<file path="config.mk">
export PLATFORM = sky130hd
export DESIGN_NAME = ordered_frame_tx
export DESIGN_NICKNAME = d
export VERILOG_FILES = /design/src/rtl/ordered_frame_tx.sv
export SDC_FILE = /design/constraint.sdc
export NUM_CORES = 1
export LEC_CHECK = 0
export CAP_MARGIN = 20
export CORE_AREA = 5 5 42 44
export CTS_CLUSTER_DIAMETER = 100
export CTS_CLUSTER_SIZE = 20
export DETAILED_ROUTE_END_ITERATION = 8
export DIE_AREA = 0 0 47 49
export GPL_TIMING_DRIVEN = 0
export PLACE_DENSITY = 0.62
export RECOVER_POWER = 100
export REMOVE_ABC_BUFFERS = 1
export SLEW_MARGIN = 10
export SYNTH_ARGS = -nofsm -noshare
export SYNTH_HDL_FRONTEND = slang
export SYNTH_SLANG_ARGS = --single-unit
</file>
<file path="constraint.sdc">
create_clock -name clk -period 1.8 [get_ports clk]
set_input_delay 0.27 -clock clk [delete_from_list [all_inputs] [get_ports clk]]
set_output_delay 0.27 -clock clk [all_outputs]
set_load 0.02 [all_outputs]
</file>
<file path="src/rtl/ordered_frame_tx.sv">
// ordered_frame_tx
// ----------------
// Transmit side of the positional serial link. A WIDTH-bit word taken over a
// valid/ready handshake is sent LSB first on one wire, framed as
//   start(0), data[0] .. data[WIDTH-1], [even parity], stop(1)
// and each symbol is held for CLKS_PER_BIT clocks. Bit i of the word always
// lands in data slot i, so the field order on the wire matches the bus.
//
// Optional feature: define ORDERED_FRAME_TX_PARITY_EN to insert one even-parity
// bit (XOR of the latched word) between the last data bit and the stop bit.
//
// Ports
//   clk         in   rising-edge clock
//   rst_n       in   asynchronous active-low reset
//   in_data     in   [WIDTH-1:0] word to send, sampled only on an accept
//   in_valid    in   in_data is valid
//   in_ready    out  block can take a word this cycle (high only in IDLE)
//   tx_out      out  serial line, idles high
//   tx_busy     out  a frame is in progress
//   frame_done  out  one-cycle pulse in the first IDLE cycle after a stop bit
//
// Handshake: a word is accepted on a rising edge where in_valid && in_ready.
// in_ready is a function of state only, never of in_valid. Once accepted the
// word is held internally, so in_data/in_valid may change freely mid-frame.

module ordered_frame_tx #(
  parameter int WIDTH        = 3,
  parameter int CLKS_PER_BIT = 4
) (
  input  logic             clk,
  input  logic             rst_n,
  input  logic [WIDTH-1:0] in_data,
  input  logic             in_valid,
  output logic             in_ready,
  output logic             tx_out,
  output logic             tx_busy,
  output logic             frame_done
);

  // Cycle counter needs at least one bit even when CLKS_PER_BIT == 1.
  localparam int CW = (CLKS_PER_BIT > 1) ? $clog2(CLKS_PER_BIT) : 1;
  localparam int BW = $clog2(WIDTH + 1);

  localparam logic [CW-1:0] CYC_LAST = CW'(CLKS_PER_BIT - 1);
  localparam logic [BW-1:0] BIT_LAST = BW'(WIDTH - 1);

  typedef enum logic [2:0] {
    S_IDLE,
    S_START,
    S_DATA,
`ifdef ORDERED_FRAME_TX_PARITY_EN
    S_PARITY,
`endif
    S_STOP
  } state_t;

  state_t           state;
  state_t           next_state;
  logic [CW-1:0]    cyc_cnt;
  logic [BW-1:0]    bit_cnt;
  logic [WIDTH-1:0] shift_q;
`ifdef ORDERED_FRAME_TX_PARITY_EN
  logic             parity_q;
`endif

  logic accept;
  logic cyc_last;
  logic bit_last;

  assign accept   = (state == S_IDLE) && in_valid;
  assign cyc_last = (cyc_cnt == CYC_LAST);
  assign bit_last = (bit_cnt == BIT_LAST);

  // State register
  always_ff @(posedge clk or negedge rst_n) begin
    if (!rst_n) begin
      state <= S_IDLE;
    end else begin
      state <= next_state;
    end
  end

  // Next state and outputs. Outputs decode from state alone so that an
  // asynchronous reset forces the idle line level immediately.
  always_comb begin
    next_state = state;
    tx_out     = 1'b1;
    in_ready   = 1'b0;
    tx_busy    = 1'b1;
    case (state)
      S_IDLE: begin
        in_ready = 1'b1;
        tx_busy  = 1'b0;
        if (in_valid) next_state = S_START;
      end
      S_START: begin
        tx_out = 1'b0;
        if (cyc_last) next_state = S_DATA;
      end
      S_DATA: begin
        tx_out = shift_q[0];
        if (cyc_last && bit_last) begin
`ifdef ORDERED_FRAME_TX_PARITY_EN
          next_state = S_PARITY;
`else
          next_state = S_STOP;
`endif
        end
      end
`ifdef ORDERED_FRAME_TX_PARITY_EN
      S_PARITY: begin
        tx_out = parity_q;
        if (cyc_last) next_state = S_STOP;
      end
`endif
      S_STOP: begin
        tx_out = 1'b1;
        if (cyc_last) next_state = S_IDLE;
      end
      default: begin
        next_state = S_IDLE;
      end
    endcase
  end

  // Datapath: counters, shift register, parity and the done pulse.
  always_ff @(posedge clk or negedge rst_n) begin
    if (!rst_n) begin
      cyc_cnt    <= '0;
      bit_cnt    <= '0;
      shift_q    <= '0;
      frame_done <= 1'b0;
`ifdef ORDERED_FRAME_TX_PARITY_EN
      parity_q   <= 1'b0;
`endif
    end else begin
      // Registered so it shows up in the first IDLE cycle, not the last STOP one.
      frame_done <= (state == S_STOP) && cyc_last;
      if (accept) begin
        shift_q <= in_data;
        cyc_cnt <= '0;
        bit_cnt <= '0;
`ifdef ORDERED_FRAME_TX_PARITY_EN
        // The shift register is consumed during DATA, so parity is captured here.
        parity_q <= ^in_data;
`endif
      end else if (state != S_IDLE) begin
        if (cyc_last) begin
          cyc_cnt <= '0;
          if (state == S_DATA) begin
            shift_q <= shift_q >> 1;
            // Ends at WIDTH after the last bit; reloaded on the next accept.
            bit_cnt <= bit_cnt + 1'b1;
          end
        end else begin
          cyc_cnt <= cyc_cnt + 1'b1;
        end
      end
    end
  end

endmodule
</file>
# Yosys cells after proc, flatten, opt, wreduce, memory -nomap -nowiden
# Cells that the tools add are included.
# word_totals
out_inout_bits,4
reg_bits,11
input_bits,6
elab_cells,45
# classes
n_eq_ne,9
reduce_logical,10
n_mux,19
add_sub_neg,2
# op_table
operator,n
two-way mux 3 bit,8
two-way mux 2 bit,7
case mux 3 bit (4 select lines),1
"!= test 2 bit, second input constant",4
"equality test 3 x 2 -> 1 bit, second input constant",2
nonzero test 2 bit,3
"adder 2 x 1 -> 2 bit, second input constant",2
"equality test 2 bit, second input constant",2
AND reduction 4 bit,1
"equality test 3 x 1 -> 1 bit, second input constant",1
logical AND 1 bit,3
zero test 3 bit,1
AND reduction 3 bit,1
nonzero test 3 bit,1
two-way mux 1 bit,2
case mux 1 bit (2 select lines),1

# Depth between registers and ports, before layout
# logic_depth
depth_word,5
depth_mapped,5
ltp_nobuf,5

# Worst setup path after synthesis
# No wires, ideal clock.
# synth_path
kind,register to register
from,register state[0]
to,register state[1]
arrival_time_ns,1.616
required_time_ns,1.675
path_buffers,0
synth_period_minus_slack_ns,1.741
setup_ns,0.125
path_stages_with_launch,6
slack_ns,0.059
cell_sequence,dfrtp_1 > inv_1 > ha_1 > inv_1 > o221ai_2 > mux2_4
# synth_via
elab_chain_len,3
elab_cells_between_ends,10
classes_between,eq/ne: 7; mux: 1; reduce/logical: 2
# synth_rtl
element,line_no,rtl
from (decl),57,state_t state;
from (signal assigned),79,state <= next_state;
equality test 3 x 2 -> 1 bit (tied with other cells),90,case (state)
!= test 2 bit (no source line),n/a,
AND reduction 4 bit (no source line),n/a,
# Several ways; a longest one is shown, not always the timed one.
# A chain may end at the register's enable or synchronous reset.

# Final worst setup path
# layout_path
from,register state[0]
to,output port tx_busy
# layout_via
elab_chain_len,2
# layout_rtl
element,line_no,rtl
zero test 3 bit,90,
two-way mux 1 bit,90,
to (decl),36,"output logic tx_busy,"
# Every way passes these cells.

==> metrics.txt <==
first drt pass iteration count 3; final setup fails 0; Arr. time, crit path 1.42 ns; total number of vias 380; Synth top area share 46.95%; Power Total 1.209 mW; Combinational Power Share 51.5%; post-DP HPWL 706.4 um; Final Max Slew Viols 0; Placed Area 643.1 um2; largest delay contributor family on the critical path buffers and inverters; Final Util 48.57%; Die H 49 um; PortBufs 9; status finished, final reports clean; DRT iter0 DRCs 2; clock tree root driver cell clkbuf_4; clock slew at reported path FFs 0.07 ns; Max Clock Skew 0.0003869 ns; TritonCTS Sinks 10; fin crit share 93.76%; fmax 592.5 MHz; layout cells sized above 1 16.39%; Mean Syn Cell Area 11.10 um2; post-synthesis sequential area ratio 46.95%; placed insts 73; DR DRC count 0; Top FF cell, synth dfrtp_1; Layout Cells excl Fill 77; Hold-fix buffers, CTS 0; FF+latch count, synth 10; EDFF count, synth 0; Ant. Diodes 0; worst hold slack 0.3934 ns; number of global-route vias before repair 403; total global-route track usage 10.38%; crit path time final 1.688 ns; site row count 14; Pwr Density 1776 nW/um2; Worst EP required 1.53 ns; largest fanout on the critical path 8; Leak Pwr 0.3301 nW; Max H-tree Level 1; HP Class input pin to asynchronous set/reset pin; CTS buffer count 3; clk_lat worst skew 0.26 ns; number of antenna violations at the first check in global routing 0; crit-path max cell delay 0.41 ns; sw power 0.4592 mW; setup tns final 0 ns; Netlist cell types 19; CP Capture Type primary output; Nets 74; Sequential Power Share 31.8%; slowest CP cell dfrtp_1; CORE AREA 1401 um2; CTS tree done; Async SR Flop Fraction 100.0%; Boundary Pins 10; largest net degree at the start of global routing 11; die width 47 um; pre-CTS setup slack -0.01822 ns; Final ANT Viol Nets 0; cell area after layout 680.7 um2; sw frac 37.98%; P_int 0.7499 mW; Final WS setup 0.1123 ns; Synth Instances 48; unrepaired setup endpoints after global routing false; Max IR drop VDD 1.066 mV; cell taking the most area after synthesis dfrtp_1; Via density 4.935; largest cells by area after synthesis dfrtp_1 (47%), ha_1 (14%), mux2i_1 (5.6%); Starting Density 38.04%; CP bufs+invs 3; maxcap violations 0; GRT overflow 0; Worst Setup Path Type register to primary output; startpoint types register; CP cell instances inv_1, ha_4, inv_1, dlygate4sd2_1; Final Hold Fails 0; DR WL/cell 12.00 um; synthesis warning total 0; Post-Synthesis Cell Area 533.0 um2; clk buf depth 2; Clk pwr share 16.7%; Slew headroom 69.03%; global-route wire length before repair 1725 um; DIE AREA 2303 um2; P&R area growth vs syn 27.70%; Worst Max-Slew Pin Slew 0.4630 ns; cell mode on critical path inv_1; total wire length 924 um; gp weighted congestion 0.7017
[power groups by stage]
stage	registers (mW)	logic [mW]	clock network (mW)
after detailed placement	0.387	0.654	0
after global routing	0.396	0.719	0.225
after CTS	0.384	0.639	0.209
after floorplan	0.377	0.473	0
after global placement	0.387	0.643	0
final	0.384	0.623	0.202
[placed cells by master, fill, tap and decap left out, types with 2 or more instances in the layout]
master / instances
inv_1: 4
o21ai_0: 3
nor2_1: 2
nand3_1: 4
ha_1: 4
clkbuf_4: 3
a21oi_1: 2
dlygate4sd2_1: 2
clkdlybuf4s50_1: 5
nand2_1: 4
dfrtp_1: 10
mux2i_1: 3
[cells by family after synthesis]
| kind of cell | synth area share, % |
|---|---|
| fa+ha+maj | 14.08 |
| buf+inv | 2.816 |
| mux | 8.450 |
| flops | 46.95 |
| compound gates | 11.97 |
| simple gates | 15.73 |
[worst paths after layout]
| check | endpoint | cells past startpoint | from | slack (ns) |
|---|---|---|---|---|
| max in group asynchronous | cyc_cnt[0] | 1 | rst_n | 1.09 |
| worst min-delay path | shift_q[0] | 1 | rst_n | 0.39 |
| min in group clk | cyc_cnt[0] | 1 | cyc_cnt[0] | 0.49 |
| worst max register to register | state[1] | 5 | state[0] | 0.16 |
| worst min register to register | cyc_cnt[0] | 1 | cyc_cnt[0] | 0.49 |
| worst max-delay path | tx_busy | 4 | state[0] | 0.11 |
[layer usage]
metal,GRT usage (%),wire length (um)
met5,0,0
met4,5.530,7
met3,4.059,45
met2,13.12,415
met1,14.71,456
[cell type report]
cell class | count | area [um2]
Timing Repair Buffer | 9 | 82.58
Sequential cell | 10 | 250.2
Clock buffer | 4 | 36.28
Multi-Input combinational cell | 34 | 276.5
Inverter | 4 | 15.01
Tap cell | 16 | 20.02
Fill cell | 139 | 720.7
[flip-flops by register name, indices dropped and copies added (netlist names)]
| signal | flops |
|---|---|
| shift_q | 3 |
| cyc_cnt | 2 |
| bit_cnt | 2 |
| state | 2 |
| frame_done | 1 |
[Yosys cell counts, drive strengths merged (2+ instances only)]
master and n:
ha 6, nand2 4, nand3 4, dfrtp 10, o21ai 3, nor2 2
inv 4, mux2i 3, a21oi 2
[worst reg2reg max path: stages, from the launching register on]
cell and delay (ns):
dfrtp_1 0.41, inv_1 0.15, ha_2 0.27, or2b_1 0.24, o221ai_1 0.13, mux2_4 0.33
[repair_timing]
action                     in CTS  in global routing
cloned                          0                  0
setup endpoints to repair       3                  2
resized for setup               6                  3
buffers inserted                0                  0
No activity file was read; power rests on OpenSTA's default activity.
